File: src/rtl/mul_sequencer.sv
// Shift-add 64-bit multiply sequencer that borrows the execute-stage ALU for every add/shift step.
// Optional build macro: MUL_EARLY_EXIT_EN (stop once the shifted multiplier is zero, B==0 shortcut).

`ifndef REGDATASIZE
`define REGDATASIZE 64
`endif
`ifndef FLAGSIZE
`define FLAGSIZE 4
`endif
`ifndef ZERO
`define ZERO 0
`endif
`ifndef ALUOPSIZE
`define ALUOPSIZE 4
`endif
`ifndef ALUOP_ADD
`define ALUOP_ADD 4'd0
`endif
`ifndef ALUOP_LSHIFT
`define ALUOP_LSHIFT 4'd5
`endif
`ifndef ALUOP_RSHIFT
`define ALUOP_RSHIFT 4'd6
`endif

module mul_sequencer #(
   parameter int ITERS = `REGDATASIZE
) (
   input  logic                     clk,
   input  logic                     rst_n,
   input  logic                     start,
   input  logic                     flush,
   input  logic [`REGDATASIZE-1:0]  multiplicand,
   input  logic [`REGDATASIZE-1:0]  multiplier,
   input  logic [`REGDATASIZE-1:0]  alu_result,
   input  logic [`FLAGSIZE-1:0]     alu_flags,
   output logic [`ALUOPSIZE-1:0]    alu_op,
   output logic [`REGDATASIZE-1:0]  alu_operand1,
   output logic [`REGDATASIZE-1:0]  alu_operand2,
   output logic                     alu_own,
   output logic                     busy,
   output logic                     done,
   output logic [`REGDATASIZE-1:0]  product
);

   localparam int CNT_W = (ITERS > 1) ? $clog2(ITERS) : 1;

   localparam logic [2:0] S_IDLE = 3'd0;
   localparam logic [2:0] S_ADD  = 3'd1;
   localparam logic [2:0] S_SHL  = 3'd2;
   localparam logic [2:0] S_SHR  = 3'd3;
   localparam logic [2:0] S_DONE = 3'd4;

   logic [2:0]               state, state_nxt;
   logic [`REGDATASIZE-1:0]  acc, mc, mp;
   logic [CNT_W-1:0]         cnt;
   logic                     last_iter;
   logic                     exit_idle, exit_shr;
   logic                     unused_flags;

   assign last_iter    = (cnt == CNT_W'(ITERS - 1));
   assign unused_flags = ^alu_flags;

`ifdef MUL_EARLY_EXIT_EN
   // The ALU zero flag on the SHR step tells us no multiplier bits remain.
   assign exit_idle = (multiplier == '0);
   assign exit_shr  = alu_flags[`ZERO];
`else
   assign exit_idle = 1'b0;
   assign exit_shr  = 1'b0;
`endif

   always_comb begin
      state_nxt = state;
      case (state)
         S_IDLE: if (start) state_nxt = exit_idle ? S_DONE : (multiplier[0] ? S_ADD : S_SHL);
         S_ADD:  state_nxt = S_SHL;
         S_SHL:  state_nxt = S_SHR;
         S_SHR: begin
            if (last_iter || exit_shr) state_nxt = S_DONE;
            else                       state_nxt = alu_result[0] ? S_ADD : S_SHL;
         end
         S_DONE:  state_nxt = S_IDLE;
         default: state_nxt = S_IDLE;
      endcase
      if (flush) state_nxt = S_IDLE;
   end

   always_comb begin
      alu_op       = `ALUOP_ADD;
      alu_operand1 = '0;
      alu_operand2 = '0;
      case (state)
         S_ADD: begin
            alu_op       = `ALUOP_ADD;
            alu_operand1 = acc;
            alu_operand2 = mc;
         end
         S_SHL: begin
            alu_op       = `ALUOP_LSHIFT;
            alu_operand1 = mc;
            alu_operand2 = `REGDATASIZE'(1);
         end
         S_SHR: begin
            alu_op       = `ALUOP_RSHIFT;
            alu_operand1 = mp;
            alu_operand2 = `REGDATASIZE'(1);
         end
         default: ;
      endcase
   end

   assign alu_own = (state == S_ADD) || (state == S_SHL) || (state == S_SHR);
   assign busy    = (state != S_IDLE);
   assign done    = (state == S_DONE);

   always_ff @(posedge clk or negedge rst_n) begin
      if (!rst_n) begin
         state   <= S_IDLE;
         acc     <= '0;
         mc      <= '0;
         mp      <= '0;
         cnt     <= '0;
         product <= '0;
      end else begin
         state <= state_nxt;
         // A flush in DONE still publishes the finished result.
         if (state == S_DONE) product <= acc;
         if (!flush) begin
            case (state)
               S_IDLE: if (start) begin
                  mc  <= multiplicand;
                  mp  <= multiplier;
                  acc <= '0;
                  cnt <= '0;
               end
               S_ADD: acc <= alu_result;
               S_SHL: mc  <= alu_result;
               S_SHR: begin
                  mp  <= alu_result;
                  cnt <= cnt + CNT_W'(1);
               end
               default: ;
            endcase
         end
      end
   end

endmodule

File: config.mk
export PLATFORM = sky130hd
export DESIGN_NAME = mul_sequencer
export DESIGN_NICKNAME = d
export VERILOG_FILES = /design/src/rtl/mul_sequencer.sv
export SDC_FILE = /design/constraint.sdc
export NUM_CORES = 1
export LEC_CHECK = 0
export BUFFER_PORTS_ARGS = -buffer_cell sky130_fd_sc_hd__buf_2
export CAP_MARGIN = 20
export CORE_MARGIN = 1
export CORE_UTILIZATION = 53
export DETAILED_ROUTE_END_ITERATION = 10
export GPL_ROUTABILITY_DRIVEN = 1
export HOLD_SLACK_MARGIN = 0.12
export PLACE_DENSITY = 0.86
export SLEW_MARGIN = 25
export SYNTH_ARGS = -nofsm -noshare
export SYNTH_HDL_FRONTEND = slang
export SYNTH_SLANG_ARGS = --single-unit
export TNS_END_PERCENT = 10
File: constraint.sdc
create_clock -name clk -period 2.8 [get_ports clk]
set_input_delay 0.56 -clock clk [delete_from_list [all_inputs] [get_ports clk]]
set_output_delay 0.56 -clock clk [all_outputs]
set_load 0.01 [all_outputs]
==> results of run 1 <==
-- repair_timing --
| item | 4_1_cts | 5_1_grt |
|---|---|---|
| hold buffers | 1 | 0 |
| buffers inserted | 2 | 2 |
| hold endpoints to repair | 72 | 0 |
| resized for setup | 3 | 4 |
| cloned | 1 | 0 |
| setup endpoints to repair | 93 | 76 |
-- cell usage after synthesis, types with 2 or more instances --
library cell    n
buf_8           6
dfrtp_1       265
buf_2          18
clkbuf_1       51
a211oi_1        4
a22oi_1        64
and2_1         64
o21bai_1        4
a21oi_1         3
inv_1           5
a311o_1         2
nand3_1         2
a22o_1         65
o21ai_0         5
nor2_1         70
buf_1           9
a21o_1          2
mux2_4         40
buf_6           2
mux2i_1         4
nor2b_1         2
mux2_2        345
-- flip-flops by register name, indices dropped and copies added, names as in the netlist --
name,count
mc,64
state,3
product,64
acc,64
mp,64
cnt,6
-- area by class of cell --
cell class / instances / area [µm²]
sequential: 265 / 6643
multi-input combinational: 697 / 6618
clock inverter: 7 / 60.06
antenna: 2 / 5.005
fill: 1863 / 8303
timing repair buffer: 426 / 2400
inverter: 5 / 18.77
tap: 330 / 412.9
clock buffer: 42 / 794.5
-- path summary, 6_finish.rpt --
check | endpoint | depth (start not counted) | startpoint
max | alu_operand1[58] | 5 | state[0]
min | acc[1] | 2 | alu_result[1]
max reg2reg | mp[46] | 5 | state[1]
min reg2reg | mp[0] | 1 | mp[0]
max in group asynchronous | product[39] | 3 | rst_n
min in group asynchronous | mp[17] | 2 | rst_n
-- worst max-delay path: stages (launching register included) --
cell,delay [ns]
dfrtp_4,0.63
nor2b_4,0.18
buf_6,0.31
a22oi_1,0.21
nor2_1,0.13
buf_2,0.14
-- power groups by stage --
| stage | logic, mW | clock network (mW) | registers [mW] |
|---|---|---|---|
| after CTS | 2.65 | 3.58 | 5.01 |
| final | 2.66 | 3.53 | 5.01 |
| after floorplan | 1.82 | 0 | 4.86 |
| after global routing | 2.86 | 3.72 | 5.10 |
| after global placement | 2.53 | 0 | 5.00 |
| after detailed placement | 2.61 | 0 | 5.07 |
-- cells in the final DEF (no fill, tap or decap), types with 3 or more instances in the layout --
master	synthesis	layout
buf_4	1	15
inv_1	5	5
o21ai_0	5	5
mux2i_1	4	4
dfrtp_4	0	3
mux2_4	40	40
buf_2	18	392
a211oi_1	4	4
clkinv_2	0	6
a21oi_1	3	3
nor2_1	70	69
clkbuf_1	51	11
mux2_2	345	345
a22o_1	65	65
buf_12	0	12
dfrtp_1	265	262
and2_1	64	63
clkbuf_16	0	29
buf_6	2	4
a22oi_1	64	64
o21bai_1	4	4
-- layer usage --
layer / track usage (%) / up-vias / part of all wire (%)
met4: 16.36 / 0 / 5.4
met1: 37.94 / 5305 / 40
met3: 5.017 / 141 / 6.1
met5: 0 / - / 0
met2: 49.73 / 482 / 48
li1: - / 4588 / -
-- metrics by stage --
step / TNS [ns] / hold WS [ns] / worst slack (ns)
after global placement: 0 / 0.4839 / 0.4706
after detailed placement: 0 / 0.4897 / 0.4359
after global routing: -0.0007896 / 0.2644 / -0.0007896
after CTS: -0.008148 / 0.2551 / -0.008148
after floorplan: 0 / 0.2644 / 0.6092
final: 0 / 0.2723 / 0.08041
-- cell families (layout without fill, tap and decap cells) --
logic type	after synthesis	count (layout)	synth area share (%)
muxes	389	389	33.13
DFF	265	265	48.55
AOI/OAI and AO/OA	153	153	8.959
and+or+nand+nor	152	153	5.872
buffers and inverters	93	480	3.362
adders and majority gates	1	1	0.09159
other	1	3	0.02746
==> reports/results.txt, run 1 <==
Worst EP arrival: 2.16 ns
EDFF count, synth: 0
Floorplan Core Area: 25250 µm²
Critical Path RT: 2.24 ns
Max Root-Sink Buffers: 3
Synth top area cells: dfrtp_1 (49%), mux2_2 (28%), mux2_4 (4.4%)
Final Wtd Congestion: 0.8635
Vias in the first global route: 11081
Hpwl dp: 26100 µm
Internal power: 8.030 mW
Dominant synthesized flop cell: dfrtp_1
Non-filler cells, final: 1774
Mapped Area: 13660 µm²
Layout cell share with drive strength beyond 1: 59.85%
Root Buffer: clkbuf_16
H-tree depth: 1
GRT overflow: 0
F_max: 367.7 MHz
Largest net degree at the start of global routing: 79
DRT iter0 DRCs: 671
CTS tree: yes
Yosys warns: 0
RSZ-0062 raised after global routing: yes
Post-synth top area cell: dfrtp_1
Critical path type: flip-flop to output pin
Die W: 162.5 µm
Share of the synthesized area in the top cell type: 48.55%
TritonCTS Buffers: 28
Slew HR: 42.64%
Total track usage: 30.14%
WL per Instance: 22.39 µm
Net Sw Power: 3.170 mW
Tightest Hold Check Type: input pin to flip-flop
Dpl cells: 1717
Largest fanout on the critical path: 32
Clock network power share: 31.5%
CTS clk-pin slew, worst paths: 0.06 ns
Count of input and output buffers: 393
Pre-antenna DRT Iters: 5
Initial antenna violation count: 2
Final hold violation count: 0
Endpoints failing setup: 0
Startpoint Class: flip-flop
R2R Setup Slk: 0.46 ns
Peak VDD IR: 505.3 µV
Die ar.: 26420 µm²
Post-synthesis sequential area ratio: 48.55%
Clock Latency Late Sink: 0.53 ns
Async S/R FF share, synth: 100.0%
Final Slew Violations: 0
Switching Fraction: 28.31%
Syn nets: 1255
Placed instance area: 16020 µm²
Post-Layout Inst Area: 16950 µm²
Vias: 10516
First-pass GRT wire length: 61850 µm
Distinct cells, synth: 44
Routed wire length: 39730 µm
CTS Sinks: 265
Syn avg cell area: 12.96 µm²
Period utilisation layout: 97.13%
Power density over cell area: 660.7 nW/µm²
Yosys reg bits: 265
Outcome: finished clean
Sequential Power Share: 44.8%
I/O pins: 399
Initial Utilization: 54.08%
Row count: 58
Worst setup EP type: output pin
Die H: 162.5 µm
Worst-Margin Slew: 0.8604 ns
Fin nets: 1624
Pleak: 8.489 nW
Drt drc: 0
# Max-Cap Violations: 0
Mapped Cells: 1054
Via density: 5.928
ANT nets after route: 0
Min Tclk post-route: 2.720 ns
Combinational power share: 23.7%
Final core utilization: 67.12%
Max Clock Skew: 0.009258 ns
Power after layout: 11.20 mW
Area growth, synth to finish: 24.11%
Note: power is estimated with default switching activity, not from simulation.
==> inputs of run 2 (changes only) <==
--- a/config.mk
+++ b/config.mk
@@ -5,7 +5,7 @@
 export SDC_FILE = /design/constraint.sdc
 export NUM_CORES = 1
 export LEC_CHECK = 0
-export BUFFER_PORTS_ARGS = -buffer_cell sky130_fd_sc_hd__buf_2
+export BUFFER_PORTS_ARGS = -buffer_cell sky130_fd_sc_hd__clkbuf_2
 export CAP_MARGIN = 20
 export CORE_MARGIN = 1
 export CORE_UTILIZATION = 53
@@ -13,6 +13,7 @@
 export GPL_ROUTABILITY_DRIVEN = 1
 export HOLD_SLACK_MARGIN = 0.12
 export PLACE_DENSITY = 0.86
+export REMOVE_ABC_BUFFERS = 1
 export SLEW_MARGIN = 25
 export SYNTH_ARGS = -nofsm -noshare
 export SYNTH_HDL_FRONTEND = slang
==> reports/results.txt, run 2 (same netlist as run 1, synthesis figures left out) <==
ANT nets after route: 0
Root Buffer: clkbuf_16
Critical R2R Launch: state[1]
Critical path type: flip-flop to output pin
Tightest hold margin: 0.2646 ns
Pre-antenna DRT Iters: 5
Worst setup EP type: output pin
I/O pins: 399
Count of input and output buffers: 393
Floorplan Core Area: 25250 µm²
Routed wire length: 39010 µm
Die W: 162.5 µm
Most frequent cells in the layout: clkbuf_2 (392), mux2_2 (345), dfrtp_1 (262), nor2_1 (65), a22o_1 (65)
Worst-Margin Slew: 0.5787 ns
Hpwl dp: 26080 µm
F_max: 367.1 MHz
Vias: 10458
Slew HR: 61.42%
Power density over cell area: 677.9 nW/µm²
Via density: 5.865
TritonCTS Buffers: 28
Clock Latency Late Sink: 0.54 ns
Fin nets: 1632
Pleak: 8.485 nW
H-tree depth: 1
Die ar.: 26420 µm²
# Max-Cap Violations: 0
Endpoints failing setup: 0
Initial antenna violation count: 2
Cells on worst reg2reg path: 6
DRT iter0 DRCs: 575
Post-route setup slack: 0.07622 ns
Peak VDD IR: 511.0 µV
CTS tree: yes
Die H: 162.5 µm
Post-Layout Inst Area: 17180 µm²
Vias in the first global route: 10867
Post-Place Setup Slack: 0.4249 ns
# fillers: 1786
Initial Utilization: 54.08%
Hold_sp: alu_result[63]
Layout cell share with drive strength beyond 1: 60.99%
Worst EP arrival: 2.16 ns
Largest net degree at the start of global routing: 75
Max Clock Skew: 0.01336 ns
Startpoint Class: flip-flop
Hold-critical path depth: 2
Power after layout: 11.65 mW
WL per Instance: 21.88 µm
Drt drc: 0
Final Wtd Congestion: 0.8635
Row count: 58
Largest fanout on the critical path: 21
CTS Sinks: 265
Final hold violation count: 0
Max Root-Sink Buffers: 3
Critical path launch point: state[1]
Critical Path RT: 2.24 ns
Outcome: finished clean
RSZ-0062 raised after global routing: no
Tightest Hold Check Type: input pin to flip-flop
Placed instance area: 16090 µm²
GRT overflow: 0
R2R Setup Slk: 0.28 ns
Area growth, synth to finish: 25.80%
Period utilisation layout: 97.28%
Min Tclk post-route: 2.724 ns
Total track usage: 29.46%
First-pass GRT wire length: 60070 µm
Fin Setup TNS: 0 ns
Most common cell after layout, fill and taps aside: clkbuf_2
CTS clk-pin slew, worst paths: 0.06 ns
Final Slew Violations: 0
==> run 2: cell count changes in the layout (fill, tap and decap cells not counted), moves of 5 or more <==
cell,delta
buf_2,-392
clkbuf_8,+5
buf_4,+10
clkbuf_2,+392
clkbuf_1,-8
==> run 2: critical path: stages, from the launching register on <==
cell and delay (ns):
dfrtp_4 0.55, buf_12 0.22, mux2_2 0.35, a22oi_1 0.28, nor2_1 0.07, clkbuf_2 0.13
==> run 2: area by class of cell <==
type | count | area (µm²) | share of cell area (%)
Multi-Input combinational cell | 697 | 6638 | 38.63
Inverter | 5 | 18.77 | 0.1092
Clock inverter | 11 | 163.9 | 0.9540
Timing Repair Buffer | 434 | 2470 | 14.38
Sequential cell | 265 | 6640 | 38.65
Antenna cell | 2 | 5.005 | 0.02913
Tap cell | 330 | 412.9 | 2.403
Clock buffer | 39 | 833.3 | 4.850
==> run 2: path summary, 6_finish.rpt <==
kind / endpoint
worst max-delay path: alu_operand1[22]
worst min-delay path: acc[63]
worst max register to register: product[61]
worst min register to register: mp[44]
max in group asynchronous: mc[41]
min in group asynchronous: product[22]
==> run 2: layer usage <==
metal | vias up | global-route usage [%] | wire, µm
li1 | 4598 | - | -
met1 | 5298 | 35.19 | 15120
met2 | 479 | 51.59 | 19670
met3 | 83 | 7.003 | 3036
met4 | 0 | 10.71 | 1188
met5 | - | 0 | 0
==> run 2: timing repair <==
action,4_1_cts,5_1_grt
hold buffers,1,0
cloned,1,0
hold endpoints to repair,69,0
setup endpoints to repair,13,14
resized for setup,5,1
buffers inserted,2,3
pin swaps,0,0
==> run 2: power breakdown <==
| group | switching (mW) | internal, mW |
|---|---|---|
| Clock | 1.54 | 2.43 |
| Sequential | 0.485 | 4.52 |
| Combinational | 1.19 | 1.49 |
| Total | 3.21 | 8.44 |
==> run 2: through the flow <==
stage,utilization [%],cells
finish,68.03,1783
global route,68.01,1781
CTS,67.88,1778
detailed placement,63.73,1724
global placement,63.73,1724
floorplan,-,966
